==> config.mk <==
export PLATFORM = sky130hd
export DESIGN_NAME = cam_stream_gen_flat
export DESIGN_NICKNAME = d
export VERILOG_FILES = /design/src/rtl/cam_stream_if.sv /design/src/rtl/cam_stream_gen.sv /design/src/flat_wrapper.sv
export SDC_FILE = /design/constraint.sdc
export NUM_CORES = 1
export LEC_CHECK = 0
export ABC_CLOCK_PERIOD_IN_PS = 3400
export CAP_MARGIN = 10
export CORE_UTILIZATION = 59
export DETAILED_ROUTE_END_ITERATION = 10
export GPL_ROUTABILITY_DRIVEN = 0
export PLACE_DENSITY_LB_ADDON = 0.15
export SETUP_SLACK_MARGIN = 0.4
export SYNTH_ARGS = -nofsm -noshare
export SYNTH_HDL_FRONTEND = slang
export SYNTH_SLANG_ARGS = --single-unit
export TNS_END_PERCENT = 100
==> constraint.sdc <==
create_clock -name p_clock -period 3.4 [get_ports p_clock]
set_input_delay 0.68 -clock p_clock [delete_from_list [all_inputs] [get_ports p_clock]]
set_output_delay 0.68 -clock p_clock [all_outputs]
set_load 0.02 [all_outputs]
==> src/rtl/cam_stream_if.sv <==
// Camera stream bus: frame request, pixel handshake, and the camera-side
// qualifiers/byte stream with status pulses.
interface cam_stream_if;
  logic        enable;
  logic [23:0] pix_in;
  logic        pix_valid;
  logic        pix_ready;
  logic        vsync;
  logic        href;
  logic [7:0]  p_data;
  logic        frame_start;
  logic        frame_done;
  logic        underrun;

  modport master (
    output enable, pix_in, pix_valid,
    input  pix_ready, vsync, href, p_data, frame_start, frame_done, underrun
  );

  modport slave (
    input  enable, pix_in, pix_valid,
    output pix_ready, vsync, href, p_data, frame_start, frame_done, underrun
  );
endinterface

==> src/rtl/cam_stream_gen.sv <==
// Generates a DVP-style camera frame (vsync/href/p_data) from a stream of
// YCbCr pixels, emitting Y, Cb, Cr on three consecutive cycles per pixel.
module cam_stream_gen #(
  parameter int H_ACTIVE  = 320,
  parameter int V_ACTIVE  = 240,
  parameter int HBLANK    = 16,
  parameter int VSYNC_LEN = 64,
  parameter int VBP       = 32,
  parameter int VFP       = 32
) (
  input  logic         p_clock,
  input  logic         rst,
  cam_stream_if.slave  bus
);

  localparam int TMR_MAX = (VSYNC_LEN > VBP ? VSYNC_LEN : VBP) > (HBLANK > VFP ? HBLANK : VFP)
                         ? (VSYNC_LEN > VBP ? VSYNC_LEN : VBP) : (HBLANK > VFP ? HBLANK : VFP);
  localparam int TW = (TMR_MAX > 1) ? $clog2(TMR_MAX) : 1;
  localparam int PW = (H_ACTIVE > 1) ? $clog2(H_ACTIVE) : 1;
  localparam int LW = (V_ACTIVE > 1) ? $clog2(V_ACTIVE) : 1;

  localparam logic [TW-1:0] VS_LAST = TW'(VSYNC_LEN - 1);
  localparam logic [TW-1:0] VB_LAST = TW'(VBP - 1);
  localparam logic [TW-1:0] HB_LAST = TW'(HBLANK - 1);
  localparam logic [TW-1:0] VF_LAST = TW'(VFP - 1);
  localparam logic [PW-1:0] PX_LAST = PW'(H_ACTIVE - 1);
  localparam logic [LW-1:0] LN_LAST = LW'(V_ACTIVE - 1);

  typedef enum logic [2:0] {
    S_IDLE, S_VSYNC, S_VBACK, S_ACTIVE, S_HBLANK, S_VFRONT
  } state_t;

  state_t        state, state_nx;
  logic [TW-1:0] timer, timer_nx;
  logic [1:0]    byte_cnt, byte_nx;
  logic [PW-1:0] pix_cnt, pix_nx;
  logic [LW-1:0] line_cnt, line_nx;

  logic [23:0]   hold;
  logic          hold_full;
  logic [15:0]   cur_crcb;
  logic          vsync_q, href_q, fs_q, fd_q, ur_q;
  logic [7:0]    data_q;

  logic y_cycle, consume, xfer;

  always_ff @(posedge p_clock or posedge rst) begin
    if (rst) begin
      state    <= S_IDLE;
      timer    <= '0;
      byte_cnt <= '0;
      pix_cnt  <= '0;
      line_cnt <= '0;
    end else begin
      state    <= state_nx;
      timer    <= timer_nx;
      byte_cnt <= byte_nx;
      pix_cnt  <= pix_nx;
      line_cnt <= line_nx;
    end
  end

  always_comb begin
    state_nx = state;
    timer_nx = timer;
    byte_nx  = byte_cnt;
    pix_nx   = pix_cnt;
    line_nx  = line_cnt;
    unique case (state)
      S_IDLE: if (bus.enable) begin
        state_nx = S_VSYNC;
        timer_nx = '0;
      end
      S_VSYNC: if (timer == VS_LAST) begin
        state_nx = S_VBACK;
        timer_nx = '0;
      end else timer_nx = timer + 1'b1;
      S_VBACK: if (timer == VB_LAST) begin
        state_nx = S_ACTIVE;
        timer_nx = '0;
        byte_nx  = '0;
        pix_nx   = '0;
        line_nx  = '0;
      end else timer_nx = timer + 1'b1;
      S_ACTIVE: if (byte_cnt == 2'd2) begin
        byte_nx = '0;
        if (pix_cnt == PX_LAST) begin
          pix_nx   = '0;
          state_nx = S_HBLANK;
          timer_nx = '0;
        end else pix_nx = pix_cnt + 1'b1;
      end else byte_nx = byte_cnt + 1'b1;
      S_HBLANK: if (timer == HB_LAST) begin
        timer_nx = '0;
        if (line_cnt == LN_LAST) begin
          line_nx  = '0;
          state_nx = S_VFRONT;
        end else begin
          line_nx  = line_cnt + 1'b1;
          state_nx = S_ACTIVE;
        end
      end else timer_nx = timer + 1'b1;
      S_VFRONT: if (timer == VF_LAST) begin
        timer_nx = '0;
        state_nx = bus.enable ? S_VSYNC : S_IDLE;
      end else timer_nx = timer + 1'b1;
      default: state_nx = S_IDLE;
    endcase
  end

  // Outputs are registered from the next state so they line up with the state register.
  assign y_cycle = (state_nx == S_ACTIVE) && (byte_nx == 2'd0);
  assign consume = y_cycle && hold_full;
  assign bus.pix_ready = !hold_full || consume;
  assign xfer    = bus.pix_valid && bus.pix_ready;

  always_ff @(posedge p_clock or posedge rst) begin
    if (rst) begin
      hold      <= '0;
      hold_full <= 1'b0;
    end else if (xfer) begin
      hold      <= bus.pix_in;
      hold_full <= 1'b1;
    end else if (consume) begin
      hold_full <= 1'b0;
    end
  end

  always_ff @(posedge p_clock or posedge rst) begin
    if (rst) begin
      vsync_q  <= 1'b1;
      href_q   <= 1'b0;
      data_q   <= '0;
      cur_crcb <= '0;
      fs_q     <= 1'b0;
      fd_q     <= 1'b0;
      ur_q     <= 1'b0;
    end else begin
      vsync_q <= (state_nx == S_IDLE) || (state_nx == S_VSYNC);
      href_q  <= (state_nx == S_ACTIVE);
      fs_q    <= (state_nx == S_VSYNC) && (state != S_VSYNC);
      fd_q    <= (state_nx == S_VFRONT) && (timer_nx == VF_LAST);
      ur_q    <= y_cycle && !hold_full;
      if (y_cycle) begin
        data_q   <= hold_full ? hold[7:0] : 8'h00;
        cur_crcb <= hold_full ? hold[23:8] : 16'h0000;
      end else if (state_nx == S_ACTIVE) begin
        data_q <= (byte_nx == 2'd1) ? cur_crcb[7:0] : cur_crcb[15:8];
      end else begin
        data_q <= 8'h00;
      end
    end
  end

  assign bus.vsync       = vsync_q;
  assign bus.href        = href_q;
  assign bus.p_data      = data_q;
  assign bus.frame_start = fs_q;
  assign bus.frame_done  = fd_q;
  assign bus.underrun    = ur_q;

endmodule

==> src/flat_wrapper.sv <==
// flat-port wrapper written by rule: the top's interface ports become plain ports
module cam_stream_gen_flat 
#(
  parameter int H_ACTIVE  = 320,
  parameter int V_ACTIVE  = 240,
  parameter int HBLANK    = 16,
  parameter int VSYNC_LEN = 64,
  parameter int VBP       = 32,
  parameter int VFP       = 32
)
  (p_clock, rst, bus_enable, bus_pix_in, bus_pix_valid, bus_pix_ready, bus_vsync, bus_href, bus_p_data, bus_frame_start, bus_frame_done, bus_underrun);
  cam_stream_if bus_i ();
  input  logic p_clock;
  input  logic rst;
  input wire logic [$bits(bus_i.enable)-1:0] bus_enable;
  input wire logic [$bits(bus_i.pix_in)-1:0] bus_pix_in;
  input wire logic [$bits(bus_i.pix_valid)-1:0] bus_pix_valid;
  output wire logic [$bits(bus_i.pix_ready)-1:0] bus_pix_ready;
  output wire logic [$bits(bus_i.vsync)-1:0] bus_vsync;
  output wire logic [$bits(bus_i.href)-1:0] bus_href;
  output wire logic [$bits(bus_i.p_data)-1:0] bus_p_data;
  output wire logic [$bits(bus_i.frame_start)-1:0] bus_frame_start;
  output wire logic [$bits(bus_i.frame_done)-1:0] bus_frame_done;
  output wire logic [$bits(bus_i.underrun)-1:0] bus_underrun;
  assign bus_i.enable = bus_enable;
  assign bus_i.pix_in = bus_pix_in;
  assign bus_i.pix_valid = bus_pix_valid;
  assign bus_pix_ready = bus_i.pix_ready;
  assign bus_vsync = bus_i.vsync;
  assign bus_href = bus_i.href;
  assign bus_p_data = bus_i.p_data;
  assign bus_frame_start = bus_i.frame_start;
  assign bus_frame_done = bus_i.frame_done;
  assign bus_underrun = bus_i.underrun;
  cam_stream_gen #(.H_ACTIVE(H_ACTIVE), .V_ACTIVE(V_ACTIVE), .HBLANK(HBLANK), .VSYNC_LEN(VSYNC_LEN), .VBP(VBP), .VFP(VFP)) u_core (.p_clock(p_clock), .rst(rst), .bus(bus_i));
endmodule
==> metrics, run 1 <==
Total GRT Usage=29.8%; core area=0.00818 mm^2; leading area contributor after synthesis=dfrtp_1; P_sw=approximately 0.42 mW; ys async rst share=100%; Die Span Y=93.5 um; worst r2r src=u_core.timer[0]$_DFF_PP0_; wire length on met2=a little under 6000 um; # port buffers=41; mux share of post-synthesis cell area=5.24%; Total Routed Length=12300 um; setup TNS=0 ns; Required @ worst endpoint=roughly 2.7 ns; final hold viol count=0; Sw Ratio=24.2%; R2R depth=8; DRT Pass-1 Iters=5; reg-to-reg slack, setup=0.65 ns; number of max-cap violations=0; P_int=1.33 mW; layout overhead on the synthesized area=16.7%; Hold Buf Count CTS=0; WP data arrival=2.30 ns; Die Wd=93.5 um; TritonCTS Sinks=just over 80; Worst-path clk slew=0.09 ns; Cell Rows=33; RSZ-0062 raised after global routing=yes; CP max FO=4; I/O pins=42; diode count=0; CTS H-tree depth=3; antenna-violating nets left=0; DP HPWL=around 8000 um; Max Buffers Root-to-Sink=2; Worst Hold Class=register to register; Starting Density=60.5%; overflow left after global routing=0; CTS tree=done; EDFF count, synth=0; reg-to-reg endpoint=u_core.cur_crcb[10]$_DFFE_PP0P_; Slew Viols, Final=0; DRT iter0 DRCs=350; first-pass GRT wire length=20300 um; syn_area_per_cell=9.20 um^2; vias per cell=6.58; Post-synth top flop=dfrtp_1; metal1 wirelength=roughly 5500 um; period utilization=87.5%; status=finished clean; Worst-Margin Slew=0.738 ns; clock share of power=38.9%; # DRC=0; Mapped Nets=568; Syn Inst Count=537; post-synth top area share=41.0%; mapped cell area=0.00494 mm^2; DR vias=4512; most frequent cells in the layout=dfrtp_1 (80), nand2_1 (63), clkdlybuf4s50_1 (40), nand3_1 (35), o21ai_0 (34); Power Density=304 mW/mm^2; Peak Freq=0.336 GHz; Leak=between 2 and 2.5 nW; crit start category=register; Yosys reg bits=82; Synth cell types=63; Root Buffer=clkbuf_8; Combinational Power Share=under 10%; CP Class=register to output port; top layer in use=met4; final setup fails=0; area of the die=0.00875 mm^2; clock period minus final worst setup slack=roughly 3.0 ns; Yosys Warn Count=0; post-synthesis sequential area ratio=roughly two fifths; Seq pwr share=55.6%; post-synthesis xor/xnor area fraction=less than 1%; worst slack, placed=0.0882 ns; Synth area leaders=dfrtp_1 (41%), nand2_1 (4.9%), o311ai_1 (4.1%); largest net degree at the start of global routing=67; post-synthesis simple-gate area fraction=around a quarter; Worst setup startpoint=u_core.timer[1]$_DFF_PP0_; Worst Hold Endpoint=u_core.line_cnt[7]$_DFFE_PP0P_; Critical Path End Type=output port; post-synthesis compound-gate area fraction=between 20 and 25%; Worst Hold Launch=u_core.line_cnt[7]$_DFFE_PP0P_; share of cells above drive strength 1=16.4%; antenna violations before repair=0; Slew HR=50.8%; post-route setup slack=0.423 ns; main combinational cell family by area after synthesis=simple AND/OR/NAND/NOR gates; Inserted Clock Buffers=9; WL/cell=about 18 um; DR WL met3=574 um; commonest non-fill, non-tap cell in the layout=dfrtp_1; Layout Nets=607; VDD IR max=0.000218 V; Post-Synth Adder-Cell Area=0.759%; vias in the first global route=4198; clk_skew=0.0147 ns; Clk Latency, worst-skew pair=0.36 ns; worst hold path depth=1
[cell usage after synthesis, types with 12 or more instances]
cell and count:
o311ai_1 23, nand2_1 64, clkbuf_1 31, a21oi_1 19, a31oi_1 17, inv_1 18
o21ai_0 35, dfrtp_1 81, nand3_1 35, nor2_1 21, and2_1 17, nor3b_1 15
a221oi_1 12, nand2b_1 12
[worst max-delay path, cell delays in order, from the launching register on]
cell and delay [ns]:
dfrtp_2 0.45, ha_4 0.18, and4_4 0.19, and3_4 0.15, or3_4 0.38, o21a_4 0.23, o21ai_4 0.16, nand2_2 0.07
buf_6 0.13
[power groups by stage]
| stage | clock (mW) | sequential (mW) | combinational, mW |
|---|---|---|---|
| 4_1_cts | 0.690 | 0.974 | 0.0995 |
| 3_3_place_gp | 0 | 0.994 | 0.0957 |
| 5_1_grt | 0.730 | 0.974 | 0.109 |
| 6_report | 0.681 | 0.974 | 0.0974 |
| 3_5_place_dp | 0 | 0.994 | 0.0992 |
| 2_1_floorplan | 0 | 0.994 | 0.0488 |
[routing by layer]
metal | vias to the layer above | track usage [%]
li1 | 2083 | -
met1 | 2247 | 39.1
met2 | 153 | 47.9
met3 | 29 | 5.93
met4 | 0 | 12.8
met5 | - | 0
[final cells by class]
| class | count | area, um^2 |
|---|---|---|
| multi-input combinational | 391 | 2650 |
| fill | 628 | 2410 |
| sequential | 82 | 2050 |
| timing repair buffer | 74 | 672 |
| clock buffer | 11 | 151 |
| tap | 105 | 131 |
| inverter | 18 | 68.8 |
| clock inverter | 5 | 38.8 |
[cell families after synthesis]
logic type,count (synthesis)
AND/OR/NAND/NOR,221
AO/OA/AOI/OAI,145
flip-flops,82
buffers and inverters,64
multiplexers,20
adder cells (fa/ha/maj),3
XOR/XNOR,2
[registers in the layout, indices dropped and copies added (netlist names)]
name and cells:
u_core.pix_cnt 9, u_core.bus.href 1, u_core.line_cnt 8, u_core.cur_crcb 16
u_core.bus.underrun 1, u_core.byte_cnt 2, u_core.state 3, u_core.hold_full 1
u_core.bus.frame_start 1, u_core.timer 6, u_core.bus.vsync 1, u_core.hold 24
u_core.bus.frame_done 1, u_core.bus.p_data 8
[worst max-delay path by stage]
stage,to,cells past startpoint,slack (ns)
finish,bus_pix_ready,8,0.42
global route,bus_pix_ready,8,0.37
CTS,bus_pix_ready,8,0.35
detailed placement,bus_pix_ready,7,0.09
global placement,bus_pix_ready,7,0.11
floorplan,bus_pix_ready,8,0.54
[through the flow]
stage / hold WS (ns) / utilization, % / cells / total power, mW / area, um^2
finish: 0.510 / 70.5 / 686 / 1.75 / 5770
global route: 0.540 / 70.5 / 686 / 1.81 / 5770
CTS: 0.514 / 70.1 / 685 / 1.76 / 5730
detailed placement: 0.504 / 67.2 / 667 / 1.09 / 5500
global placement: 0.461 / 67.2 / 667 / 1.09 / 5500
floorplan: 0.445 / - / 537 / 1.04 / 4940
[timing repair]
| item | in CTS | in global routing |
|---|---|---|
| setup endpoints to repair | 1 | 1 |
| pin swaps | 4 | 4 |
| buffers inserted | 2 | 1 |
| gates resized for setup | 13 | 5 |
No activity file was read; power rests on OpenSTA's default activity.
==> inputs of run 2 (changes only) <==
--- a/config.mk
+++ b/config.mk
@@ -5,9 +5,10 @@
 export SDC_FILE = /design/constraint.sdc
 export NUM_CORES = 1
 export LEC_CHECK = 0
+export ABC_AREA = 1
 export ABC_CLOCK_PERIOD_IN_PS = 3400
 export CAP_MARGIN = 10
-export CORE_UTILIZATION = 59
+export CORE_UTILIZATION = 56
 export DETAILED_ROUTE_END_ITERATION = 10
 export GPL_ROUTABILITY_DRIVEN = 0
 export PLACE_DENSITY_LB_ADDON = 0.15
==> constraint.sdc (replaced) <==
create_clock -name p_clock -period 3.4 [get_ports p_clock]
set_input_delay 0.68 -clock p_clock [delete_from_list [all_inputs] [get_ports p_clock]]
set_output_delay 0.68 -clock p_clock [all_outputs]
set_load 0.05 [all_outputs]
==> run 2 against run 1 <==
Against the previous run: the flow now finishes with violations (DRC); design area decreased by 20%; via count is 29% lower; clock power grew 25%; routed wire length fell by 37%; sequential share of layout area increased by 9.0 points; total power increased by 22%; cell count down 12%; synthesized cell count fell by 11%; sequential power grew 11%; critical path depth up 4; largest cell class is now flip-flops and latches; largest power group unchanged.
==> metrics, run 2 <==
placed cell areas=0.00433 mm^2 (was 0.00550 mm^2); commonest non-fill, non-tap cell in the layout=nand2_1 (was dfrtp_1); Worst-Margin Slew=0.749 ns (was 0.738 ns); Worst setup startpoint=u_core.timer[0]$_DFF_PP0_ (was u_core.timer[1]$_DFF_PP0_); post-synth top area share=52.7% (was 41.0%); Peak Freq=0.361 GHz (was 0.336 GHz); TritonCTS Sinks=82 (unchanged); Worst Hold Class=register to register (unchanged); count leader, synth=nand2_1 (was dfrtp_1); number of max-cap violations=0 (unchanged); status=finished with violations (was finished clean); Hold Buf Count CTS=0 (unchanged); Yosys reg bits=82 (unchanged); VDD IR max=0.000288 V (was 0.000218 V); post-route cell area=0.00460 mm^2 (was 0.00577 mm^2); antenna-violating nets left=0 (unchanged); Synth area leaders=dfrtp_1 (53%), nand2_1 (18%), nand3_1 (5.7%) (was dfrtp_1 (41%), nand2_1 (4.9%), o311ai_1 (4.1%)); syn_area_per_cell=8.04 um^2 (was 9.20 um^2); CP Class=register to output port (unchanged); setup TNS=0 ns (unchanged); Synth cell types=36 (was 63); layout overhead on the synthesized area=19.7% (was 16.7%); Slew HR=50.0% (was 50.8%); max FFs per register=24 (unchanged); CTS tree=done (unchanged); final hold viol count=0 (unchanged); post-synthesis sequential area ratio=53.4% (was 41.5%); Util after Layout=70.9% (was 70.5%); largest net degree at the start of global routing=45 (was 67); ys async rst share=100% (unchanged); mapped cell area=0.00384 mm^2 (was 0.00494 mm^2); Power Density=464 mW/mm^2 (was 304 mW/mm^2); worst hold path depth=2 (was 1); share of cells above drive strength 1=8.71% (was 16.4%); I/O pins=42 (unchanged); most frequent cells in the layout=nand2_1 (179), dfrtp_1 (81), nand3_1 (44), clkdlybuf4s50_1 (40), inv_1 (39) (was dfrtp_1 (80), nand2_1 (63), clkdlybuf4s50_1 (40), nand3_1 (35), o21ai_0 (34)); Clk Latency, worst-skew pair=0.35 ns (was 0.36 ns); clk_skew=0.00794 ns (was 0.0147 ns); Inserted Clock Buffers=9 (unchanged); WL/cell=12.8 um (was 18.0 um); Leak=2.34 nW (was 2.43 nW); Yosys Warn Count=0 (unchanged); Cell Rows=29 (was 33); first-pass GRT wire length=13700 um (was 20300 um); CP max FO=11 (was 4); Biggest register=u_core.hold (unchanged); Total GRT Usage=24.3% (was 29.8%); WP data arrival=2.09 ns (was 2.30 ns); period utilization=81.4% (was 87.5%); Slew Viols, Final=0 (unchanged); reg-to-reg slack, setup=0.89 ns (was 0.65 ns); Layout Nets=554 (was 607); Mapped Nets=509 (was 568); largest registers=u_core.hold (24), u_core.cur_crcb (16), u_core.pix_cnt (9) (unchanged); core area=0.00649 mm^2 (was 0.00818 mm^2); DP HPWL=5480 um (was 8050 um); Root Buffer=clkbuf_8 (unchanged); reg-to-reg endpoint=u_core.hold[20]$_DFFE_PP0P_ (was u_core.cur_crcb[10]$_DFFE_PP0P_); DR vias=3195 (was 4512); RSZ-0062 raised after global routing=no (was yes); Worst-path clk slew=0.07 ns (was 0.09 ns); Required @ worst endpoint=2.72 ns (about the same); final setup fails=0 (unchanged); commonest cells in the netlist=nand2_1 (180), dfrtp_1 (81), nand3_1 (44) (was dfrtp_1 (81), nand2_1 (64), nand3_1 (35), o21ai_0 (35), clkbuf_1 (31)); diode count=0 (unchanged); R2R depth=16 (was 8); clock period minus final worst setup slack=2.77 ns (was 2.98 ns); Total Routed Length=7740 um (was 12300 um); CTS H-tree depth=3 (unchanged); Post-synth top flop=dfrtp_1 (unchanged); failing checks=DRC; crit start category=register (unchanged); # port buffers=41 (unchanged); overflow left after global routing=0 (unchanged); Worst Hold Endpoint=u_core.cur_crcb[13]$_DFFE_PP0P_ (was u_core.line_cnt[7]$_DFFE_PP0P_); # DRC=1 (was 0); vias in the first global route=3170 (was 4198); EDFF count, synth=0 (unchanged); Worst Hold Launch=u_core.hold[21]$_DFFE_PP0P_ (was u_core.line_cnt[7]$_DFFE_PP0P_); worst slack, placed=0.560 ns (was 0.0882 ns); vias per cell=5.28 (was 6.58); Critical Path End Type=output port (unchanged); DRT iter0 DRCs=160 (was 350); DRT Pass-1 Iters=7 (was 5); leading area contributor after synthesis=dfrtp_1 (unchanged); Die Wd=84.8 um (was 93.5 um); area of the die=0.00720 mm^2 (was 0.00875 mm^2); Syn Inst Count=478 (was 537); Overall Power=2.14 mW (was 1.75 mW); post-route setup slack=0.632 ns (was 0.423 ns); Max Buffers Root-to-Sink=2 (unchanged); worst r2r src=u_core.timer[0]$_DFF_PP0_ (unchanged); Die Span Y=84.8 um (was 93.5 um); Starting Density=59.2% (was 60.5%); antenna violations before repair=0 (unchanged)
==> run 2: changes by cell type in the layout (fill, tap and decap cells not counted), sizes merged, moves of 16 or more <==
cell and delta:
mux2 -17, a31oi -17, a221oi -16, nand2 +122, o311ai -23, and2 -16, buf -27, inv +30
==> run 2: logic make-up after synthesis <==
group,count (synthesis),share of synthesized area (%)
flip-flops,82,53.4
buffers and inverters,61,6.71
XOR/XNOR,1,0.228
AND/OR/NAND/NOR,280,31.4
adder cells (fa/ha/maj),3,0.977
AO/OA/AOI/OAI,51,7.23
==> run 2: report_power, final <==
group          internal [mW]  total [mW]  switching, mW
clock                  0.510       0.849          0.338
sequential              1.04        1.08         0.0357
combinational         0.0877       0.211          0.123
==> run 2: layer usage <==
layer	vias up	wire, um	global-route usage (%)
li1	1614	-	-
met1	1487	3490	30.5
met2	73	3750	41.2
met3	21	283	3.99
met4	0	213	11.9
met5	-	0	0
==> run 2: worst max path at each step <==
stage,to,slack (ns),cells after the start
after floorplan,u_core.bus.frame_done$_DFF_PP0_,0.61,1
after global placement,bus_pix_ready,0.64,12
after detailed placement,bus_pix_ready,0.56,12
after CTS,bus_pix_ready,0.58,12
after global routing,bus_pix_ready,0.45,12
final,bus_pix_ready,0.63,12
==> run 2: critical path, cell delays in order (launching register included) <==
cell and delay (ns):
dfrtp_1 0.38, ha_1 0.21, nand2_2 0.09, nor2_4 0.11, nand2_1 0.10, nand2_2 0.11, nand2_1 0.10, nand2_4 0.14
nand2_1 0.10, inv_2 0.07, nand3_4 0.11, nand2_8 0.10, buf_12 0.13
==> run 2: per-stage QoR <==
stage                     cells  hold slack, ns
final                       605           0.477
after global routing        605           0.487
after CTS                   605           0.478
after detailed placement    587           0.459
after global placement      587           0.454
after floorplan             478           0.442
==> run 2: area by class of cell <==
| class | instances | area (um^2) |
|---|---|---|
| well taps | 77 | 96.3 |
| clock inverters | 4 | 98.8 |
| repair buffers | 47 | 478 |
| flip-flops and latches | 82 | 2050 |
| inverters | 48 | 181 |
| multi-input cells | 335 | 1550 |
| clock buffers | 12 | 145 |
| fillers | 514 | 1890 |
==> run 2: repair_timing <==
item | in CTS | in global routing
pin swaps | 1 | 0
buffers inserted | 2 | 0
gates resized for setup | 2 | 1
endpoints found under the setup margin | 1 | 1
